## config.mk

```make
export PLATFORM = sky130hd
export DESIGN_NAME = priority_selector
export DESIGN_NICKNAME = d
export VERILOG_FILES = /design/src/rtl/priority_selector.sv
export SDC_FILE = /design/constraint.sdc
export NUM_CORES = 1
export LEC_CHECK = 0
export ABC_AREA = 1
export CELL_PAD_IN_SITES_DETAIL_PLACEMENT = 1
export CELL_PAD_IN_SITES_GLOBAL_PLACEMENT = 2
export CORE_UTILIZATION = 19
export CTS_CLUSTER_DIAMETER = 200
export DETAILED_ROUTE_END_ITERATION = 12
export PLACE_DENSITY = 0.84
export SYNTH_ARGS = -nofsm -noshare
export SYNTH_HDL_FRONTEND = slang
export SYNTH_SLANG_ARGS = --single-unit
```

## constraint.sdc

```tcl
create_clock -name clock -period 1.4 [get_ports clock]
set_clock_uncertainty 0.05 [all_clocks]
set_input_delay 0.21 -clock clock [delete_from_list [all_inputs] [get_ports clock]]
set_output_delay 0.21 -clock clock [all_outputs]
set_load 0.005 [all_outputs]
```

## src/rtl/priority_selector.sv

```systemverilog
// One-hot priority selector (highest index wins) built as a binary tree of
// 2-input cells, with combinational outputs plus 1-cycle registered copies.
module priority_selector #(
  parameter int NUM_BITS = 16,
  localparam int IDX_BITS = $clog2(NUM_BITS)
) (
  input  logic                clock,
  input  logic                reset,
  input  logic [NUM_BITS-1:0] req,
  input  logic                en,
  output logic [NUM_BITS-1:0] gnt,
  output logic                req_up,
  output logic [IDX_BITS-1:0] gnt_idx,
  output logic                gnt_vld,
  output logic [NUM_BITS-1:0] gnt_q,
  output logic                req_up_q,
  output logic [IDX_BITS-1:0] gnt_idx_q,
  output logic                gnt_vld_q
);

  logic [NUM_BITS-1:0] gnt_d;
  logic                req_up_d;
  logic [IDX_BITS-1:0] gnt_idx_d;
  logic                gnt_vld_d;

  // Level 0 holds the leaves, level IDX_BITS the root; node j at level l has
  // children 2j (lower half) and 2j+1 (upper half) at level l-1.
  for (genvar l = 0; l <= IDX_BITS; l++) begin : g_lvl
    localparam int W = NUM_BITS >> l;
    logic [W-1:0] lvl_up;
    logic [W-1:0] lvl_en;

    if (l == 0) begin : g_leaf
      assign lvl_up = req;
    end else begin : g_node
      for (genvar j = 0; j < W; j++) begin : g_cell
        assign lvl_up[j] = g_lvl[l-1].lvl_up[2*j+1] | g_lvl[l-1].lvl_up[2*j];
      end
    end

    // Enable flows root-to-leaf; a lower child is masked by its upper sibling.
    if (l == IDX_BITS) begin : g_root
      assign lvl_en = en;
    end else begin : g_child
      for (genvar j = 0; j < W; j++) begin : g_en
        if (j % 2 == 1) begin : g_upper
          assign lvl_en[j] = g_lvl[l+1].lvl_en[j/2];
        end else begin : g_lower
          assign lvl_en[j] = g_lvl[l+1].lvl_en[j/2] & ~lvl_up[j+1];
        end
      end
    end
  end

  assign gnt_d     = g_lvl[0].lvl_en & req;
  assign req_up_d  = g_lvl[IDX_BITS].lvl_up[0];
  assign gnt_vld_d = en & req_up_d;

  // gnt_d is zero or one-hot, so OR-ing the indices of set bits encodes it.
  always_comb begin
    gnt_idx_d = '0;
    for (int i = 0; i < NUM_BITS; i++) begin
      if (gnt_d[i]) gnt_idx_d = gnt_idx_d | IDX_BITS'(i);
    end
  end

  assign gnt     = gnt_d;
  assign req_up  = req_up_d;
  assign gnt_idx = gnt_idx_d;
  assign gnt_vld = gnt_vld_d;

  always_ff @(posedge clock or negedge reset) begin
    if (!reset) begin
      gnt_q     <= '0;
      req_up_q  <= 1'b0;
      gnt_idx_q <= '0;
      gnt_vld_q <= 1'b0;
    end else begin
      gnt_q     <= gnt_d;
      req_up_q  <= req_up_d;
      gnt_idx_q <= gnt_idx_d;
      gnt_vld_q <= gnt_vld_d;
    end
  end

endmodule

```

Word-level counts from Yosys, hierarchy flattened:

Cells that the tools add are included.

* muxes and demuxes: 15
* bitwise logic cells: 47

Operator list (number)
* 4-bit 2-to-1 mux: 8
* 1-bit AND: 16
* 16-bit AND: 1
* 1-bit inverter: 15
* 1-bit bitwise OR: 15
* 3-bit 2-to-1 mux: 4
* 2-bit 2-to-1 mux: 2
* 1-bit 2-to-1 mux: 1

* register bits after elaboration: 22
* input port bits: 19
* output and inout port bits: 44
* logic and storage cells: 66

Longest topological paths before layout:

* depth in word-level cells: 24
* mapped depth: 7
* depth with buffers taken out: 7

Worst setup path after synthesis:

Ideal clock, no wire load.

* path kind: input to output
* start: input port req[13]
* end: output port gnt_idx[0]
* arrival: 933 ps
* data required time: 1140 ps
* slack: 207 ps
* stages on the path: 7
* path buffers: 0
* cells stage by stage: nor2_2 > nand3_4 > nor2_8 > nand2_4 > nor2_4 > nor2_1 > nand2_1

* elaborated cells on any way between the ends: 27
* classes of those cells: mux (15); bitwise (12)

RTL lines
* start: declaration: RTL line 9 `input logic [NUM_BITS-1:0] req,`
* 1-bit bitwise OR (3 in series): RTL line 37 `assign lvl_up[j] = g_lvl[l-1].lvl_up[2*j+1] | g_lvl[l-1].lvl_up[2*j];`
* 1-bit inverter: RTL line 49 `assign lvl_en[j] = g_lvl[l+1].lvl_en[j/2] & ~lvl_up[j+1];`
* 1-bit AND (2 in series): RTL line 49
* 16-bit AND: RTL line 55 `assign gnt_d = g_lvl[0].lvl_en & req;`
* named net gnt[3]: RTL line 11 `output logic [NUM_BITS-1:0] gnt,`
* 2-bit 2-to-1 mux: RTL line 63 `if (gnt_d[i]) gnt_idx_d = gnt_idx_d | IDX_BITS'(i);`
* 3-bit 2-to-1 mux (4 in series): RTL line 63
* 4-bit 2-to-1 mux (8 in series): RTL line 63
* end: declaration: RTL line 13 `output logic [IDX_BITS-1:0] gnt_idx,`

The timed path passes the listed nets, and every way through them passes these cells.

Worst setup path in the final report:

* start: input port req[15]
* end: output port gnt[8]

* longest elaborated chain between the ends: 7

RTL lines (RTL line)
* 1-bit bitwise OR (2 in series): 37
* 1-bit inverter: 49
* 1-bit AND (3 in series): 49
* 16-bit AND: 55
* end: declaration: 11

No other way between the ends.

==> summary.md <==
| Metric | Value |
|---|---|
| Finished Core Util | `47.15%` |
| Top Layer Used | `met4` |
| DRT Pass-1 Iters | `4` |
| Placement Rows | `25` |
| Worst EP arrival | `1320 ps` |
| IO buf count | `62` |
| Total clock sinks | `22` |
| Synth Area in Adders | `0%` |
| Hold Path Sink | `gnt_q[10]` |
| Ratio of cells with drive above 1 in the final layout | `60.10%` |
| # H-tree levels | `1` |
| Netlist cell types | `21` |
| Fill cell count | `523` |
| Post-Synth XOR/XNOR Area | `0%` |
| Final setup viols | `15` |
| Antenna cells | `0` |
| Synthesized net count | `113` |
| Rel. slew slack | `83.16%` |
| Initial antenna violation count | `0` |
| Met2 wire len | `2.302 mm` |
| CP Capture Type | `output pin` |
| Sequential share of the synthesized area | `58.74%` |
| Initial Util | `19.84%` |
| GRT Total Usage | `15.55%` |
| Worst setup path category | `in -> out` |
| DP HPWL | `2.623 mm` |
| Least-Margin Pin Slew | `251.5 ps` |
| Hold_buf cts | `0` |
| Max incr delay on CP | `270 ps` |
| F_max | `634.4 MHz` |
| Critical path buffer and inverter count | `4` |
| Total core area | `0.004723 mm2` |
| CP max stage cell | `nor4_4` |
| Routed len/inst | `14.83 um` |
| Die area | `0.005217 mm2` |
| Hold Slack | `149.9 ps` |
| Synth Area in Compound Gates | `4.272%` |
| Yosys warns | `0` |
| Ports | `63` |
| Mapped Cells | `94` |
| RSZ-0062 raised after global routing | `yes` |
| Die width | `72.23 um` |
| Clock Path Buffers | `2` |
| Synthesis-stage register bit count | `22` |
| Simple-gate share of the synthesized area | `28.57%` |
| DRT iter0 DRCs | `22` |
| Status | `complete, but fails checks` |
| Metal-1 WL | `1.381 mm` |
| Critical Path Fanout Max | `5` |
| Clock period minus worst slack | `1576 ps` |
| # DRC | `0` |
| Final ANT Viol Nets | `0` |
| Peak supply drop | `0.0006895 V` |
| Final setup margin | `-176.3 ps` |
| Hold Path Class | `in -> reg` |
| CTS tree | `built` |
| Number of global-route vias before repair | `1245` |
| Synth Area per Inst | `9.970 um2` |
| Placed Area | `0.001797 mm2` |
| Routed wire length | `4.005 mm` |
| Max-Cap Viols | `0` |
| Hold Crit Start | `req[10]` |
| Pin count of the biggest net entering global routing | `23` |
| Leak | `1.132 nW` |
| First-pass GRT wire length | `6.099 mm` |
| Final Cell Area | `0.002227 mm2` |
| Nets | `223` |
| Area delta synth->final | `137.7%` |
| Main combinational cell family by area after synthesis | `simple AND/OR/NAND/NOR gates` |
| Chip height | `72.23 um` |
| Syn Std Cell Area | `937.1 um2` |
| Grt total ovfl | `0` |
| Crit share post-route | `112.6%` |
| WHS Path Cells | `3` |
| Slew Viols, Final | `0` |
| Clk slew on worst S/H paths | `80 ps` |
| Worst Path Required | `1140 ps` |
| Top cell family by delay on the critical path | `simple AND/OR/NAND/NOR gates` |
| Power per standard cell area | `692.8 mW/mm2` |
| Fin. Hold Viols | `0` |
| DR WL met3 | `263 um` |
| Vias | `1099` |
| Critical Path Start Type | `primary input` |
| Crit-path cells | `buf_8 -> nor2_4 -> nand3_4 -> buf_4 -> buf_6 -> nor4_4 -> buf_2` |
| Via density per instance | `4.070` |
| Violated checks | `negative setup slack` |
| Mux cell area share after synthesis | `0%` |
| CTS buffer count | `3` |
| CTS Root Cell | `clkbuf_8` |
| Routability cong. | `0.8326` |
-- tightest hold or removal path, cell delays in order --
cell	delay, ps
buf_6	100
nand2_1	70
nor2_2	50
-- cell usage after synthesis --
cell | number | share of area, %
nor2_2 | 1 | 0.67
o211ai_1 | 1 | 0.80
nor2_8 | 1 | 2.1
nand2_4 | 1 | 1.2
o21ai_0 | 3 | 1.6
nor2_1 | 12 | 4.8
a31oi_1 | 1 | 0.67
o22ai_1 | 1 | 0.67
a21oi_1 | 1 | 0.53
nand2_1 | 11 | 4.4
nand4_1 | 1 | 0.67
nor4_2 | 2 | 2.7
dfrtp_1 | 22 | 59
inv_2 | 1 | 0.40
nor2_4 | 3 | 3.6
nor4_1 | 1 | 0.67
nand3_1 | 5 | 2.7
nor3_1 | 4 | 2.1
nand3_4 | 1 | 1.9
inv_1 | 20 | 8.0
nand3_2 | 1 | 1.1
-- per-layer routing --
metal,up-vias,GRT usage [%]
li1,512,-
met1,539,14.97
met2,42,31.78
met3,6,4.722
met4,0,3.268
met5,-,0
-- stage by stage --
step,setup TNS [ps],total power [mW],worst slack [ps],std cells
global route,-2125,1.603,-247.3,270
floorplan,0,0.7183,207.0,94
detailed placement,-21030,0.9048,-987.0,242
global placement,-18280,0.8962,-867.1,242
CTS,-1003,1.543,-196.3,265
finish,-1245,1.543,-176.3,270
-- worst max path at each step --
| stage | from | cells past startpoint | slack, ps | endpoint |
|---|---|---|---|---|
| after floorplan | req[13] | 7 | 210 | gnt_idx[0] |
| after global placement | req[13] | 7 | -870 | gnt[0] |
| after detailed placement | req[13] | 7 | -990 | gnt_idx[2] |
| after CTS | req[15] | 8 | -200 | gnt[0] |
| after global routing | req[15] | 10 | -250 | gnt_idx[0] |
| final | req[15] | 7 | -180 | gnt[8] |
-- area by class of cell --
| class | instances | area (um2) | area share, % |
|---|---|---|---|
| inverters | 21 | 88.84 | 3.989 |
| clock inverters | 1 | 30.03 | 1.348 |
| flip-flops and latches | 22 | 550.5 | 24.72 |
| multi-input cells | 51 | 531.8 | 23.88 |
| clock buffers | 3 | 41.29 | 1.854 |
| repair buffers | 105 | 900.9 | 40.45 |
| well taps | 67 | 83.83 | 3.764 |
-- flip-flops by register name, indices dropped and copies added, names as in the netlist --
register and cells:
gnt_idx_q 4, req_up_q 1, gnt_q 16, gnt_vld_q 1
-- cells in the final DEF, fill, tap and decap left out, types with 2 or more instances in the layout --
cell type	instances
nand3_1	2
dfrtp_1	22
inv_2	8
nor2_2	3
buf_2	17
clkdlybuf4s15_2	2
nor3_4	4
clkdlybuf4s50_1	22
dlygate4sd2_1	7
clkbuf_8	3
buf_4	32
nor4_4	3
clkbuf_2	5
inv_1	11
nand3_4	3
buf_12	2
nand3_2	2
nand2_4	2
nand2_1	8
buf_6	15
nor2_4	9
nor2_1	4
-- power by group --
part	leakage, nW	internal (mW)	switching, mW
Combinational	0.806	0.154	0.152
Sequential	0.290	0.648	0.00388
Clock	0.0357	0.382	0.203
-- repair_timing --
action | in CTS | in global routing
buffers inserted | 19 | 7
gates resized for setup | 181 | 27
pin swaps | 22 | 16
gates cloned | 0 | 0
setup endpoints to repair | 28 | 21
-- cells by family after synthesis --
kind of cell | Yosys count
DFF | 22
buffers and inverters | 21
AOI/OAI and AO/OA | 7
and+or+nand+nor | 44
(Power assumes the default switching activity.)
